--- config.mk ---
export PLATFORM = sky130hd
export DESIGN_NAME = gray_counter
export DESIGN_NICKNAME = d
export VERILOG_FILES = /design/src/rtl/gray_counter.sv
export SDC_FILE = /design/constraint.sdc
export NUM_CORES = 1
export LEC_CHECK = 0
export ABC_CLOCK_PERIOD_IN_PS = 2600
export CAP_MARGIN = 40
export CORE_AREA = 2 2 39 41
export CTS_CLUSTER_DIAMETER = 60
export DETAILED_ROUTE_END_ITERATION = 8
export DIE_AREA = 0 0 41 43
export PLACE_DENSITY_LB_ADDON = 0.1
export RECOVER_POWER = 25
export REMOVE_ABC_BUFFERS = 1
export SYNTH_ARGS = -nofsm -noshare
export SYNTH_HDL_FRONTEND = slang
export SYNTH_SLANG_ARGS = --single-unit
--- constraint.sdc ---
create_clock -name clk -period 2.6 [get_ports clk]
set_input_delay 0.26 -clock clk [delete_from_list [all_inputs] [get_ports clk]]
set_output_delay 0.26 -clock clk [all_outputs]
set_load 0.01 [all_outputs]
--- src/rtl/gray_counter.sv ---
// -----------------------------------------------------------------------------
// gray_counter
//
// Registered, parameterised up/down counter.
// - The primary output is the count in Gray code.
// - A binary shadow of the same count is also output.
// - A Gray-coded load value is converted to binary internally.
// - Both outputs come from flops and change in the same cycle.
//
// Optional feature macro: GRAY_CNT_TC_EN
//   When defined, the terminal-count pulse output `tc` and its flop exist.
//   When undefined, `tc` is absent from the port list.
//
// Parameters
//   WIDTH      counter width in bits (legal range 2..16)
//
// Ports
//   clk        clock; all state updates on the rising edge
//   rst        synchronous, active-high reset
//   en         count enable; one step per cycle while high
//   up_dn      direction: 1 = increment, 0 = decrement
//   load       synchronous load strobe (overrides en)
//   load_gray  Gray-coded value to load
//   gray       registered Gray-code count
//   bin        registered binary equivalent of gray
//   tc         one-cycle pulse on the cycle the outputs first show a wrapped
//              value (GRAY_CNT_TC_EN only)
// -----------------------------------------------------------------------------
module gray_counter #(
  parameter int WIDTH = 4
) (
  input  logic             clk,
  input  logic             rst,
  input  logic             en,
  input  logic             up_dn,
  input  logic             load,
  input  logic [WIDTH-1:0] load_gray,
  output logic [WIDTH-1:0] gray,
`ifdef GRAY_CNT_TC_EN
  output logic [WIDTH-1:0] bin,
  output logic             tc
`else
  output logic [WIDTH-1:0] bin
`endif
);

  localparam logic [WIDTH-1:0] ALL_ONES = {WIDTH{1'b1}};
  localparam logic [WIDTH-1:0] ZERO     = {WIDTH{1'b0}};
  localparam logic [WIDTH-1:0] ONE      = {{(WIDTH-1){1'b0}}, 1'b1};

  // Binary to Gray: each Gray bit is the XOR of adjacent binary bits.
  function automatic logic [WIDTH-1:0] bin2gray(input logic [WIDTH-1:0] b);
    return b ^ (b >> 1);
  endfunction

  // Gray to binary: the MSB passes through; each lower bit is the running
  // XOR of all Gray bits above and including it.
  function automatic logic [WIDTH-1:0] gray2bin(input logic [WIDTH-1:0] g);
    logic [WIDTH-1:0] b;
    b[WIDTH-1] = g[WIDTH-1];
    for (int i = WIDTH - 2; i >= 0; i--) begin
      b[i] = b[i+1] ^ g[i];
    end
    return b;
  endfunction

  logic [WIDTH-1:0] r_cnt;
  logic [WIDTH-1:0] r_gray;
  logic [WIDTH-1:0] w_next_cnt;
`ifdef GRAY_CNT_TC_EN
  logic             r_tc;
  logic             w_wrap;
`endif

  // Next-count selection with priority load > en > hold.
  always_comb begin
    w_next_cnt = r_cnt;
    if (load) begin
      w_next_cnt = gray2bin(load_gray);
    end else if (en) begin
      if (up_dn) begin
        w_next_cnt = r_cnt + ONE;
      end else begin
        w_next_cnt = r_cnt - ONE;
      end
    end else begin
      w_next_cnt = r_cnt;
    end
  end

`ifdef GRAY_CNT_TC_EN
  // Wrap detection: only a counting step can wrap; a load never flags tc.
  always_comb begin
    w_wrap = 1'b0;
    if (load) begin
      w_wrap = 1'b0;
    end else if (en) begin
      if (up_dn) begin
        w_wrap = (r_cnt == ALL_ONES);
      end else begin
        w_wrap = (r_cnt == ZERO);
      end
    end else begin
      w_wrap = 1'b0;
    end
  end
`endif

  // Count, Gray and terminal-count registers. The Gray flop is loaded from
  // the next binary count so it is never a decode of the count flops.
  always_ff @(posedge clk) begin
    if (rst) begin
      r_cnt  <= ZERO;
      r_gray <= ZERO;
`ifdef GRAY_CNT_TC_EN
      r_tc   <= 1'b0;
`endif
    end else begin
      r_cnt  <= w_next_cnt;
      r_gray <= bin2gray(w_next_cnt);
`ifdef GRAY_CNT_TC_EN
      r_tc   <= w_wrap;
`endif
    end
  end

  assign gray = r_gray;
  assign bin  = r_cnt;
`ifdef GRAY_CNT_TC_EN
  assign tc   = r_tc;
`endif

endmodule
==> load_flow_metrics.sql, run 1 <==
INSERT INTO impl_metrics (metric_group, metric, value, unit) VALUES
('layout', 'layout-drive-gt1-share', '12.5', '%'),
('synthesis', 'synth.top_cell.area_share', '28.1', '%'),
('floorplan', 'initial_utilization', '36.0', '%'),
('global_route', 'total_track_usage', '15.2', '%'),
('sta', 'slew_violations', '0', ''),
('hold_path', 'timing.hold.worst_endpoint', 'gray[1]$_SDFF_PP0_', ''),
('global_route', 'globalRoute.totalOverflow', '0', ''),
('placement', 'dpl_worst_slack', '0.235', 'ns'),
('route', 'drcViolationCount', '0', ''),
('cts', 'worstSkewPairLatency', '0.26', 'ns'),
('global_route', 'grt_pass1_wl', '1.73', 'mm'),
('route', 'route.vias.total', '460', ''),
('synthesis', 'number_of_unique_standard_cell_types_used_by_synthesis', '29', ''),
('critical_path', 'endpoint_kind', 'flop', ''),
('synthesis', 'post_synth.cell_area_avg', '9.40', 'um2'),
('floorplan', 'io_pins', '17', ''),
('sta', 'post-route-worst-setup-slack', '0.492', 'ns'),
('sta', 'final_period_minus_worst_setup_slack', '2.11', 'ns'),
('layout', 'final_core_utilization', '50.6', '%'),
('sta', 'fin_hold_ws', '0.629', 'ns'),
('route', 'drt_pre_antenna_iters', '4', ''),
('critical_path', 'timing.critical_path.fanout_max', '6', ''),
('cts', 'clk_path_buf_depth', '2', ''),
('synthesis', 'synth-seq-area-share', '28.1', '%'),
('critical_path', 'critPathArrivalTime', '2.26', 'ns'),
('synthesis', 'post_synth_instance_area', '498', 'um2'),
('critical_path', 'reg2reg_to', 'gray[2]$_SDFF_PP0_', ''),
('power', 'cellLeakagePower', '0.302', 'nW'),
('sta', 'fin_setup_tns', '0', 'ns'),
('floorplan', 'design.die.area', '0.00176', 'mm2'),
('placement', 'number_of_port_buffers', '16', ''),
('critical_path', 'worstRegToRegCells', '6', ''),
('placement', 'place.gp.congestion', '0.783', ''),
('synthesis', 'synth_ff_type', 'dfxtp_1', ''),
('hold_path', 'whs_path_depth', '3', ''),
('floorplan', 'num_rows', '14', ''),
('cts', 'cts.hold.buffers_added', '0', ''),
('power', 'power_density', '538', 'mW/mm2'),
('route', 'wire_per_inst', '12.0', 'um'),
('power', 'vdd_drop_max', '0.217', 'mV'),
('sta', 'final-setup-viol-count', '0', ''),
('sta', 'worst_pin_slew', '0.245', 'ns'),
('critical_path', 'path_class', 'in2reg', ''),
('hold_path', 'holdCritPathClass', 'in2reg', ''),
('synthesis', 'post_synth_main_area_contributors', 'dfxtp_1, xnor2_1, a211oi_1', ''),
('floorplan', 'die-height', '43', 'um'),
('synthesis', 'post_synth_inst_count', '53', ''),
('synthesis', 'synth_top_area_cell', 'dfxtp_1', ''),
('critical_path', 'cp_data_required_time', '2.75', 'ns'),
('synthesis', 'ys_seq_elements', '7', ''),
('route', 'route.detailed.vias_per_inst', '5.23', ''),
('sta', 'grt_setup_unrepaired', 'false', ''),
('synthesis', 'ys_async_rst_share', '0', '%'),
('cts', 'reg_clk_slew_reported_paths', '0.06', 'ns'),
('route', 'wirelength', '1.06', 'mm'),
('floorplan', 'fp.dieW', '41', 'um'),
('placement', 'dpl.hpwl', '825', 'um'),
('floorplan', 'core_area', '0.00138', 'mm2'),
('cts', 'cts_root_buffer', 'clkbuf_4', ''),
('layout', 'n_diodes', '0', ''),
('cts', 'setup_fix_bufs_post_cts', '0', ''),
('layout', 'layout_common_cells', 'clkdlybuf4s50_1, dfxtp_1, inv_1, xnor2_1, a211oi_1', ''),
('critical_path', 'r2r_start', 'bin[0]$_SDFF_PP0_', ''),
('critical_path', 'start_kind', 'primary input', ''),
('critical_path', 'setup.reg_to_reg.worst_slack', '0.64', 'ns'),
('synthesis', 'synth-edff-count', '0', ''),
('layout', 'most_common_library_cell_in_the_layout_ignoring_fill_and_taps', 'clkdlybuf4s50_1', ''),
('route', 'first_drt_iteration_drcs', '4', ''),
('route', 'antenna_violating_nets_post_route', '0', ''),
('run_status', 'run_status', 'complete, no violations', ''),
('sta', 'final_count_of_hold_timing_violations', '0', '');
==> worst max-delay path, stage by stage <==
cell             delay [ns]
clkdlybuf4s50_1        0.59
inv_1                  0.10
ha_1                   0.36
xnor2_1                0.16
a211o_2                0.34
and3b_1                0.19
mux2_4                 0.26
==> layer usage <==
metal	part of all wire (%)	global-route usage (%)	vias up
li1	-	-	229
met1	43	19.0	210
met2	47	21.3	17
met3	7.2	3.14	4
met4	2.9	12.0	0
met5	0	0	-
==> power breakdown <==
| group | leakage, nW | switching, mW | internal [mW] | total (mW) |
|---|---|---|---|---|
| logic | 0.229 | 0.0617 | 0.0799 | 0.142 |
| registers | 0.0584 | 0.00872 | 0.121 | 0.130 |
| clock network | 0.0150 | 0.0464 | 0.0590 | 0.105 |
| total | 0.302 | 0.117 | 0.260 | 0.377 |
==> registers in the layout, indices dropped and copies added (netlist names) <==
register and cells:
bin 4, gray 3
==> Yosys cell counts (all sizes together), types with 3 or more instances <==
library cell	instances
xnor2	4
a211oi	4
nor2	3
inv	4
xor2	3
dfxtp	7
==> layout make-up <==
| cell class | instances | area [um2] |
|---|---|---|
| Fill cell | 144 | 683 |
| Timing Repair Buffer | 18 | 175 |
| Inverter | 4 | 15.0 |
| Sequential cell | 7 | 140 |
| Tap cell | 16 | 20.0 |
| Clock buffer | 4 | 26.3 |
| Multi-Input combinational cell | 39 | 324 |
==> logic make-up (layout without fill, tap and decap cells) <==
logic type	count (synthesis)	after routing	share of synthesized area (%)
compound gates	13	13	19.6
xor+xnor	7	7	12.3
fa+ha+maj	3	3	9.04
buf+inv	7	26	6.78
flops	7	7	28.1
mux	2	2	5.28
simple gates	14	14	18.8
==> how the worst max path moves through the flow <==
stage,startpoint,end,cells past startpoint
final,up_dn,gray[2]$_SDFF_PP0_,7
after global routing,up_dn,gray[2]$_SDFF_PP0_,7
after CTS,up_dn,gray[2]$_SDFF_PP0_,7
after detailed placement,up_dn,gray[2]$_SDFF_PP0_,7
after global placement,up_dn,gray[2]$_SDFF_PP0_,7
after floorplan,bin[0]$_SDFF_PP0_,gray[2]$_SDFF_PP0_,6
==> through the flow <==
step | power [mW] | instances | cell area, um2
after detailed placement | 0.277 | 84 | 674
after global placement | 0.277 | 84 | 674
final | 0.377 | 88 | 701
after floorplan | 0.214 | 50 | 479
after global routing | 0.403 | 88 | 701
after CTS | 0.384 | 88 | 701
Note: power is estimated with default switching activity, not from simulation.
==> run 2, diff against run 1 <==
ABC_CLOCK_PERIOD_IN_PS = 2190   (was 2600)
clock period = 2.19 ns   (was 2.6 ns; I/O delays follow)
==> run 2 against run 1 <==
Hold slack got worse by 0.024 ns. Count of clock-buffer cells in the layout unchanged. Die area did not move. Final area increased by 3.2%. Worst setup slack got worse by 0.28 ns. Largest power group unchanged. Highest routed layer unchanged.
==> load_flow_metrics.sql, run 2 (synthesis results as in run 1) <==
INSERT INTO impl_metrics (metric_group, metric, value, unit) VALUES
('route', 'antenna_violating_nets_post_route', '0', ''),
('run_status', 'run_status', 'complete, no violations', ''),
('power', 'pwr-share-clk', '26.0', '%'),
('route', 'route.vias.total', '458', ''),
('layout', 'layout_common_cells', 'clkdlybuf4s50_1, dfxtp_1, buf_4', ''),
('layout', 'fin_area', '723', 'um2'),
('floorplan', 'io_pins', '17', ''),
('cts', 'cts_root_buffer', 'clkbuf_4', ''),
('cts', 'worstSkewPairLatency', '0.25', 'ns'),
('power', 'cellLeakagePower', '0.317', 'nW'),
('critical_path', 'start_kind', 'flop', ''),
('power', 'power_density', '617', 'mW/mm2'),
('power', 'total_power', '0.446', 'mW'),
('layout', 'syn_to_final_growth', '45.2', '%'),
('critical_path', 'timing.critical_path.fanout_max', '5', ''),
('sta', 'timing.slew.headroom', '82.0', '%'),
('hold_path', 'holdCritPathClass', 'in2reg', ''),
('floorplan', 'core_area', '0.00138', 'mm2'),
('floorplan', 'design.die.area', '0.00176', 'mm2'),
('power', 'power.internal', '0.314', 'mW'),
('route', 'first_drt_iteration_drcs', '5', ''),
('global_route', 'total_track_usage', '14.5', '%'),
('placement', 'place.gp.congestion', '0.709', ''),
('critical_path', 'critical-path-top-delay-family', 'adder cells', ''),
('cts', 'cts.hold.buffers_added', '0', ''),
('power', 'p_sw_share', '29.7', '%'),
('power', 'part_of_the_total_power_dissipated_in_combinational_logic', '39.5', '%'),
('placement', 'placed_area', '697', 'um2'),
('critical_path', 'path_cells', 'inv_1 -> fa_1 -> xnor2_1 -> a211o_2 -> and3b_1 -> mux2_4', ''),
('global_route', 'globalRoute.totalOverflow', '0', ''),
('layout', 'most_common_library_cell_in_the_layout_ignoring_fill_and_taps', 'clkdlybuf4s50_1', ''),
('route', 'drcViolationCount', '0', ''),
('cts', 'clk_path_buf_depth', '2', ''),
('route', 'wire_per_inst', '11.2', 'um'),
('cts', 'cts_max_level', '1', ''),
('layout', 'layout_fillers', '151', ''),
('layout', 'finalNonFillerCells', '91', ''),
('power', 'seqPwrFrac', '34.5', '%'),
('route', 'route.detailed.vias_per_inst', '5.03', ''),
('critical_path', 'endpoint_kind', 'flop', ''),
('power', 'vdd_drop_max', '0.317', 'mV'),
('sta', 'final_period_minus_worst_setup_slack', '1.98', 'ns'),
('cts', 'cts_repair_resize_count', '0', ''),
('sta', 'timing.fmax', '506', 'MHz'),
('global_route', 'grt_max_degree', '11', ''),
('critical_path', 'critical-path-max-stage-delay', '0.42', 'ns'),
('layout', 'layout-drive-gt1-share', '16.0', '%'),
('sta', 'timing.final.crit_share', '90.2', '%'),
('layout', 'largest_register_ffs', '4', ''),
('global_route', 'first_global_vias', '438', ''),
('job', 'max_cap_violations', '0', ''),
('hold_path', 'whs_path_depth', '3', ''),
('critical_path', 'worstRegToRegCells', '6', ''),
('critical_path', 'path_class', 'reg2reg', ''),
('floorplan', 'initial_utilization', '36.0', '%'),
('critical_path', 'cp.depth', '6', ''),
('global_route', 'grt_antenna_before_repair', '0', ''),
('layout', 'finalNetCount', '88', ''),
('floorplan', 'num_rows', '14', ''),
('route', 'wirelength', '1.02', 'mm'),
('sta', 'skew', '0.00180', 'ns'),
('floorplan', 'die-height', '43', 'um'),
('sta', 'final_count_of_hold_timing_violations', '0', ''),
('cts', 'reg_clk_slew_reported_paths', '0.05', 'ns'),
('placement', 'dpl.hpwl', '825', 'um'),
('layout', 'n_diodes', '0', ''),
('critical_path', 'timing.critical_path.buf_inv', '1', ''),
('sta', 'grt_setup_unrepaired', 'false', ''),
('placement', 'post-place-cells', '87', ''),
('sta', 'slew_violations', '0', ''),
('cts', 'clock_tree_from_tritoncts', 'built', ''),
('placement', 'number_of_port_buffers', '16', ''),
('floorplan', 'fp.dieW', '41', 'um'),
('cts', 'numClockSinks', '7', ''),
('critical_path', 'cp_data_required_time', '2.33', 'ns'),
('route', 'drt_pre_antenna_iters', '2', ''),
('sta', 'final-setup-viol-count', '0', ''),
('global_route', 'grt_pass1_wl', '1.77', 'mm'),
('critical_path', 'critPathArrivalTime', '2.11', 'ns'),
('cts', 'total_cts_buffers', '3', ''),
('sta', 'fin_hold_ws', '0.604', 'ns'),
('critical_path', 'critPathSlowestCell', 'fa_1', ''),
('sta', 'worst_pin_slew', '0.269', 'ns'),
('power', 'p_switching', '0.133', 'mW'),
('cts', 'setup_fix_bufs_post_cts', '0', '');
[run 2: final timing paths]
path,slack [ns],to,start
hold / removal,0.60,gray[0]$_SDFF_PP0_,load_gray[0]
hold reg to reg,0.73,bin[1]$_SDFF_PP0_,bin[1]$_SDFF_PP0_
setup / recovery,0.21,gray[2]$_SDFF_PP0_,bin[0]$_SDFF_PP0_
setup reg to reg,0.21,gray[2]$_SDFF_PP0_,bin[0]$_SDFF_PP0_
[run 2: worst register-to-register path: cells and delay by family, from the launching register on]
kind,cells,cell delay (ns)
AOI/OAI and AO/OA,1,0.34
xor gates and xnor gates,1,0.17
adders and majority gates,1,0.42
buffers and inverters,1,0.08
DFF,1,0.41
muxes,1,0.26
and+or+nand+nor,1,0.19
[run 2: cell type report]
type                    instances  area, um2  share of cell area (%)
repair buffers                 21        198                    27.3
clock buffers                   4       26.3                    3.63
flip-flops and latches          7        140                    19.4
inverters                       4       15.0                    2.08
multi-input cells              39        324                    44.8
well taps                      16       20.0                    2.77
[run 2: per-stage QoR]
stage	worst slack, ns	setup TNS [ns]	util, %
after global routing	0.0820	0	52.3
after CTS	0.218	0	52.3
after global placement	-0.0431	-0.0431	50.4
final	0.214	0	52.3
after floorplan	0.265	0	-
after detailed placement	-0.0344	-0.0344	50.4
[run 2: power by group through the flow]
stage / Clock, mW / Combinational (mW) / Sequential (mW)
after floorplan: 0 / 0.0891 / 0.165
after global placement: 0 / 0.179 / 0.158
after detailed placement: 0 / 0.178 / 0.158
after CTS: 0.120 / 0.180 / 0.155
after global routing: 0.133 / 0.193 / 0.157
final: 0.116 / 0.176 / 0.154
[run 2: metal layers]
layer / part of all wire [%] / track usage (%)
met4: 1.5 / 4.00
met2: 45 / 19.7
met1: 47 / 20.4
met5: 0 / 0
met3: 6.1 / 6.28
